<file path="config.mk">
export PLATFORM = sky130hd
export DESIGN_NAME = iq_frame_packer
export DESIGN_NICKNAME = d
export VERILOG_FILES = /design/src/rtl/iq_frame_packer.sv
export SDC_FILE = /design/constraint.sdc
export NUM_CORES = 1
export LEC_CHECK = 0
export ABC_CLOCK_PERIOD_IN_PS = 5200
export BUFFER_PORTS_ARGS = -buffer_cell sky130_fd_sc_hd__buf_2
export CAP_MARGIN = 10
export CORE_ASPECT_RATIO = 0.8
export CORE_MARGIN = 2
export CORE_UTILIZATION = 45
export CTS_BUF_LIST = sky130_fd_sc_hd__clkbuf_4
export CTS_CLUSTER_SIZE = 14
export DETAILED_ROUTE_END_ITERATION = 12
export GPL_TIMING_DRIVEN = 0
export HOLD_SLACK_MARGIN = 0.15
export PLACE_DENSITY = 0.7
export SYNTH_ARGS = -nofsm -noshare
export SYNTH_HDL_FRONTEND = slang
export SYNTH_SLANG_ARGS = --single-unit
</file>
<file path="constraint.sdc">
create_clock -name clk -period 5.2 [get_ports clk]
set_input_delay 0.26 -clock clk [delete_from_list [all_inputs] [get_ports clk]]
set_output_delay 0.26 -clock clk [all_outputs]
set_load 0.05 [all_outputs]
</file>
<file path="src/rtl/iq_frame_packer.sv">
// Pairs I/Q sample strobes into 64-bit FIFO words and inserts a framing
// header ahead of every FRAME_SAMPLES sample words.
module iq_frame_packer #(
  parameter int unsigned FRAME_SAMPLES = 512,
  parameter int unsigned PAIR_TIMEOUT  = 256,
  parameter logic [15:0] SYNC_WORD     = 16'hA55A
) (
  input  logic        clk,
  input  logic        arstn,
  input  logic        enable,
  input  logic        stats_clr,
  input  logic [31:0] i_data,
  input  logic        i_valid,
  input  logic [31:0] q_data,
  input  logic        q_valid,
  input  logic        fifo_full,
  output logic [63:0] fifo_wdata,
  output logic        fifo_we,
  output logic [15:0] frame_seq,
  output logic [15:0] overflow_cnt,
  output logic [7:0]  err_cnt,
  output logic        pair_err
);

  localparam int IDX_W = $clog2(FRAME_SAMPLES);
  localparam int TMO_W = $clog2(PAIR_TIMEOUT + 1);

  typedef enum logic [1:0] {IDLE, WAIT_PAIR, EMIT_HDR, EMIT_SMP} state_t;

  state_t             state, state_nxt;
  logic [31:0]        i_hold, q_hold;
  logic               i_have, q_have;
  logic [63:0]        smp_reg;
  logic [IDX_W-1:0]   word_idx, word_idx_nxt;
  logic [TMO_W-1:0]   tmo_cnt;
  logic               flush, pair_ok, one_have, tmo_hit, i_ovw, q_ovw, consume;
  logic               seq_inc, ovf_inc;

  function automatic logic [15:0] sat_inc16(input logic [15:0] v);
    return (v == 16'hFFFF) ? v : v + 16'd1;
  endfunction

  function automatic logic [7:0] sat_inc8(input logic [7:0] v);
    return (v == 8'hFF) ? v : v + 8'd1;
  endfunction

  assign flush    = (state == IDLE) || !enable;
  assign pair_ok  = i_have && q_have;
  assign one_have = i_have ^ q_have;
  // Fires in the PAIR_TIMEOUT-th cycle counted from the lone strobe itself.
  assign tmo_hit  = one_have && (tmo_cnt == TMO_W'(PAIR_TIMEOUT - 1));
  assign i_ovw    = i_valid && i_have && !q_have;
  assign q_ovw    = q_valid && q_have && !i_have;
  assign pair_err = !flush && (i_ovw || q_ovw || tmo_hit);
  assign consume  = (state == WAIT_PAIR) && pair_ok && enable;

  // Pairing holds: a new strobe reloads its flag even in a consume/timeout cycle
  always_ff @(posedge clk or negedge arstn) begin
    if (!arstn) begin
      i_hold  <= '0;
      q_hold  <= '0;
      i_have  <= 1'b0;
      q_have  <= 1'b0;
      tmo_cnt <= '0;
    end else if (flush) begin
      i_have  <= 1'b0;
      q_have  <= 1'b0;
      tmo_cnt <= '0;
    end else begin
      if (i_valid) i_hold <= i_data;
      if (q_valid) q_hold <= q_data;
      i_have  <= i_valid || (i_have && !consume && !tmo_hit);
      q_have  <= q_valid || (q_have && !consume && !tmo_hit);
      tmo_cnt <= (one_have && !tmo_hit) ? tmo_cnt + 1'b1 : '0;
    end
  end

  always_comb begin
    state_nxt    = state;
    word_idx_nxt = word_idx;
    seq_inc      = 1'b0;
    ovf_inc      = 1'b0;
    fifo_we      = 1'b0;
    case (state)
      IDLE: begin
        if (enable) begin
          state_nxt    = WAIT_PAIR;
          word_idx_nxt = '0;
        end
      end
      WAIT_PAIR: begin
        if (pair_ok) state_nxt = (word_idx == '0) ? EMIT_HDR : EMIT_SMP;
      end
      EMIT_HDR: begin
        if (!fifo_full) begin
          fifo_we   = 1'b1;
          seq_inc   = 1'b1;
          state_nxt = EMIT_SMP;
        end else begin
          ovf_inc   = 1'b1;
          state_nxt = WAIT_PAIR;
        end
      end
      EMIT_SMP: begin
        state_nxt = WAIT_PAIR;
        if (!fifo_full) begin
          fifo_we      = 1'b1;
          word_idx_nxt = (word_idx == IDX_W'(FRAME_SAMPLES - 1)) ? '0 : word_idx + 1'b1;
        end else begin
          ovf_inc      = 1'b1;
          word_idx_nxt = '0;
        end
      end
      default: state_nxt = IDLE;
    endcase
    // A write already in flight this cycle still completes; only the next state is forced.
    if (!enable) begin
      state_nxt    = IDLE;
      word_idx_nxt = '0;
    end
  end

  always_ff @(posedge clk or negedge arstn) begin
    if (!arstn) begin
      state        <= IDLE;
      word_idx     <= '0;
      smp_reg      <= '0;
      frame_seq    <= '0;
      overflow_cnt <= '0;
      err_cnt      <= '0;
    end else begin
      state    <= state_nxt;
      word_idx <= word_idx_nxt;
      if (consume) smp_reg <= {i_hold, q_hold};
      if (seq_inc) frame_seq <= frame_seq + 16'd1;
      if (stats_clr) begin
        overflow_cnt <= '0;
        err_cnt      <= '0;
      end else begin
        if (ovf_inc)  overflow_cnt <= sat_inc16(overflow_cnt);
        if (pair_err) err_cnt      <= sat_inc8(err_cnt);
      end
    end
  end

  assign fifo_wdata = (state == EMIT_HDR)
                    ? {SYNC_WORD, frame_seq, overflow_cnt, 16'(FRAME_SAMPLES)}
                    : smp_reg;

endmodule

</file>
==> metrics.md <==
| Metric | Value |
|---|---|
| Leakage | about 5.5 nW |
| Largest driver fanout on the critical path | 10 |
| Post-Syn Instances | 728 |
| Pre-CTS setup slack | 2790 ps |
| Final Critical Period | 2910 ps |
| Post-CTS Hold Fix Bufs | between 70 and 80 |
| Post-DR wirelength/cell | 15.7 µm |
| Initial core utilization | 45.6% |
| Most used DFF post-synth | dfrtp_1 |
| Total Wirelength | about 20 mm |
| # DRC | 0 |
| Net Sw Frac | 30.4% |
| Postcts setup bufs | 0 |
| Initial antenna violation count | 2 |
| Max Cap Viol | 0 |
| Gate power share | around a fifth |
| Layout cell share with drive strength beyond 1 | 31.2% |
| CP Class | reg2out |
| Worst-Skew Late Latency | 570 ps |
| Clk buf depth | 2 |
| Status | finished clean |
| Die height | 127 µm |
| Iter 0 DRT Violations | ~360 |
| Final Wtd Congestion | 0.833 |
| Slew Limit Headroom | between 50 and 60% |
| Tot Pwr | just over 3 mW |
| Core Footprint | 18800 µm² |
| Nature of the critical path endpoint | output pin |
| Initial DRT Pass Iterations | 4 |
| RSZ-0062 raised after global routing | false |
| Worst R2R Start | tmo_cnt[0] |
| DRT antenna net count | 0 |
| CP required | 4940 ps |
| Die width | 158 µm |
| Placed insts | approximately 1200 |
| Sequential-to-total area share from yosys stat | approximately 55% |
| Total GRT Usage | around a fifth |
| Largest register FFs | 64 |
| Grt ovf | 0 |
| R2R Path End | err_cnt[5] |
| PD cells | approximately 290 nW/µm² |
| Post-synth top area cell | dfrtp_1 |
| Ports | ~180 |
| Sinks on the clock net | 190 |
| Commonest cells after routing, fill and taps aside | dfrtp_1, buf_2, nand2_1 |
| # rows | 45 |
| EDFF count, synth | 0 |
| Path type of the worst min-delay path | in2async |
| Post-synth top area share | 55.4% |
| Net Count, Synth | 808 |
| Root buf cell | clkbuf_4 |
| Part of the cycle the worst path needs | around 56% |
| Skew final | 24.8 ps |
| Post-Syn Area | 8580 µm² |
| Crit path launch type | flop |
| Worst slew pin tran | 641 ps |
| Setup TNS | 0 ps |
| Clk pwr share | around a quarter |
| Synth Register Bits | 190 |
| Synth area leaders | dfrtp_1, mux2_2, mux2_1 |
| # setup viols final | 0 |
| Post-CTS sizing | 0 |
| Pint | 2.16 mW |
| Reg2reg setup slack | ~2800 ps |
| Fin. Hold Viols | 0 |
| Die ar. | 20200 µm² |
| Largest net degree at the start of global routing | ~110 |
| CTS H-Tree Depth | 4 |
| Via density | about 5.0 |
| CTS tree | yes |
| Arrival time worst endpoint | 2650 ps |
| VDD IR max | approximately 0.00020 V |
| IO Port Bufs | ~180 |
| Cts bufs inserted | 17 |
| DP Area | between 9000 and 10000 µm² |
| Vias in the first global route | 6189 |
| Syn-to-layout area delta | 26.0% |
| First-pass GRT wire length | 32.1 mm |
| Final std cells w/o fill | 1266 |
| Yosys warning count | 0 |
| NumNets Final | 1074 |
| Clk pin slew, worst setup/hold paths | between 150 and 200 ps |
| R2R cell count | 9 |
| Syn Area/Cell | 11.8 µm² |
| Sequential power share | 54.9% |
| Via count | 6300 |
| Commonest non-fill, non-tap cell in the layout | dfrtp_1 |
| Fmax | 0.344 GHz |
| Pins Over Slew Limit | 0 |
| Psw | 943 µW |
| Filler instances | roughly 1600 |
| Final WS setup | 2290 ps |
| Asr flop ratio synth | 100% |
| Netlist cell types | 47 |
| HPWL after detailed placement | around 14 mm |
| Design Area, Final | ~11000 µm² |
-- through the flow --
stage          hold WS [ps]  util, %
4_1_cts                 211     57.4
5_1_grt                 216     57.5
3_5_place_dp            291     52.2
2_1_floorplan         -35.6        -
6_report                219     57.5
3_3_place_gp            444     52.0
-- critical path, stage by stage, from the launching register on --
cell	delay, ps
dfrtp_1	400
buf_2	170
nand2b_1	80
clkbuf_1	500
clkbuf_1	460
and2_1	200
buf_2	270
-- worst max-delay path by stage --
stage	endpoint	depth (start not counted)	startpoint
2_1_floorplan	frame_seq[1]	4	state[1]
3_3_place_gp	frame_seq[15]	1	arstn
3_5_place_dp	err_cnt[5]	9	tmo_cnt[0]
4_1_cts	fifo_wdata[59]	6	state[1]
5_1_grt	fifo_wdata[17]	7	state[1]
6_report	fifo_wdata[59]	6	state[1]
-- area by class of cell --
class | count | area, µm² | area share (%)
Tap cell | 258 | 323 | 2.99
Timing Repair Buffer | 247 | 1620 | 15.0
Buffer | 35 | 209 | 1.93
Sequential cell | 190 | 4750 | 44.0
Clock inverter | 12 | 134 | 1.24
Multi-Input combinational cell | 493 | 3570 | 33.1
Clock buffer | 19 | 143 | 1.32
Antenna cell | 2 | 5.00 | 0.0463
Inverter | 10 | 37.5 | 0.347
-- metal layers --
metal,vias up,GRT usage [%],part of all wire [%]
li1,3085,-,-
met1,3075,29.0,48
met4,0,4.45,0.90
met2,125,31.1,46
met5,-,0,0
met3,15,5.77,5.5
-- kinds of logic (layout without fill, tap and decap cells) --
family          after synthesis  count (layout)  share of synthesized area (%)
fa+ha+maj                     9               9                           1.31
xor+xnor                     22              22                           2.25
simple gates                262             262                           15.6
mux                         133             133                           17.4
buf+inv                      45             323                           2.87
compound gates               67              67                           5.12
flops                       190             190                           55.4
other cells                   0               2                              0
-- Yosys cell counts (13+ instances only) --
| master | count |
|---|---|
| dfrtp_1 | 190 |
| nand2_1 | 117 |
| mux2_2 | 81 |
| mux2_1 | 50 |
| and2_1 | 28 |
| a21oi_1 | 20 |
| nand3_1 | 20 |
| nor2_1 | 17 |
| xnor2_1 | 17 |
| clkbuf_1 | 15 |
| and3_1 | 13 |
-- power by group through the flow --
stage	Clock (mW)	Sequential [mW]	Combinational, mW
global placement	0	1.73	0.541
finish	0.806	1.70	0.593
global route	0.890	1.72	0.636
detailed placement	0	1.73	0.553
floorplan	0	1.71	0.401
CTS	0.834	1.70	0.597
Power figures use the tool's default switching activity.
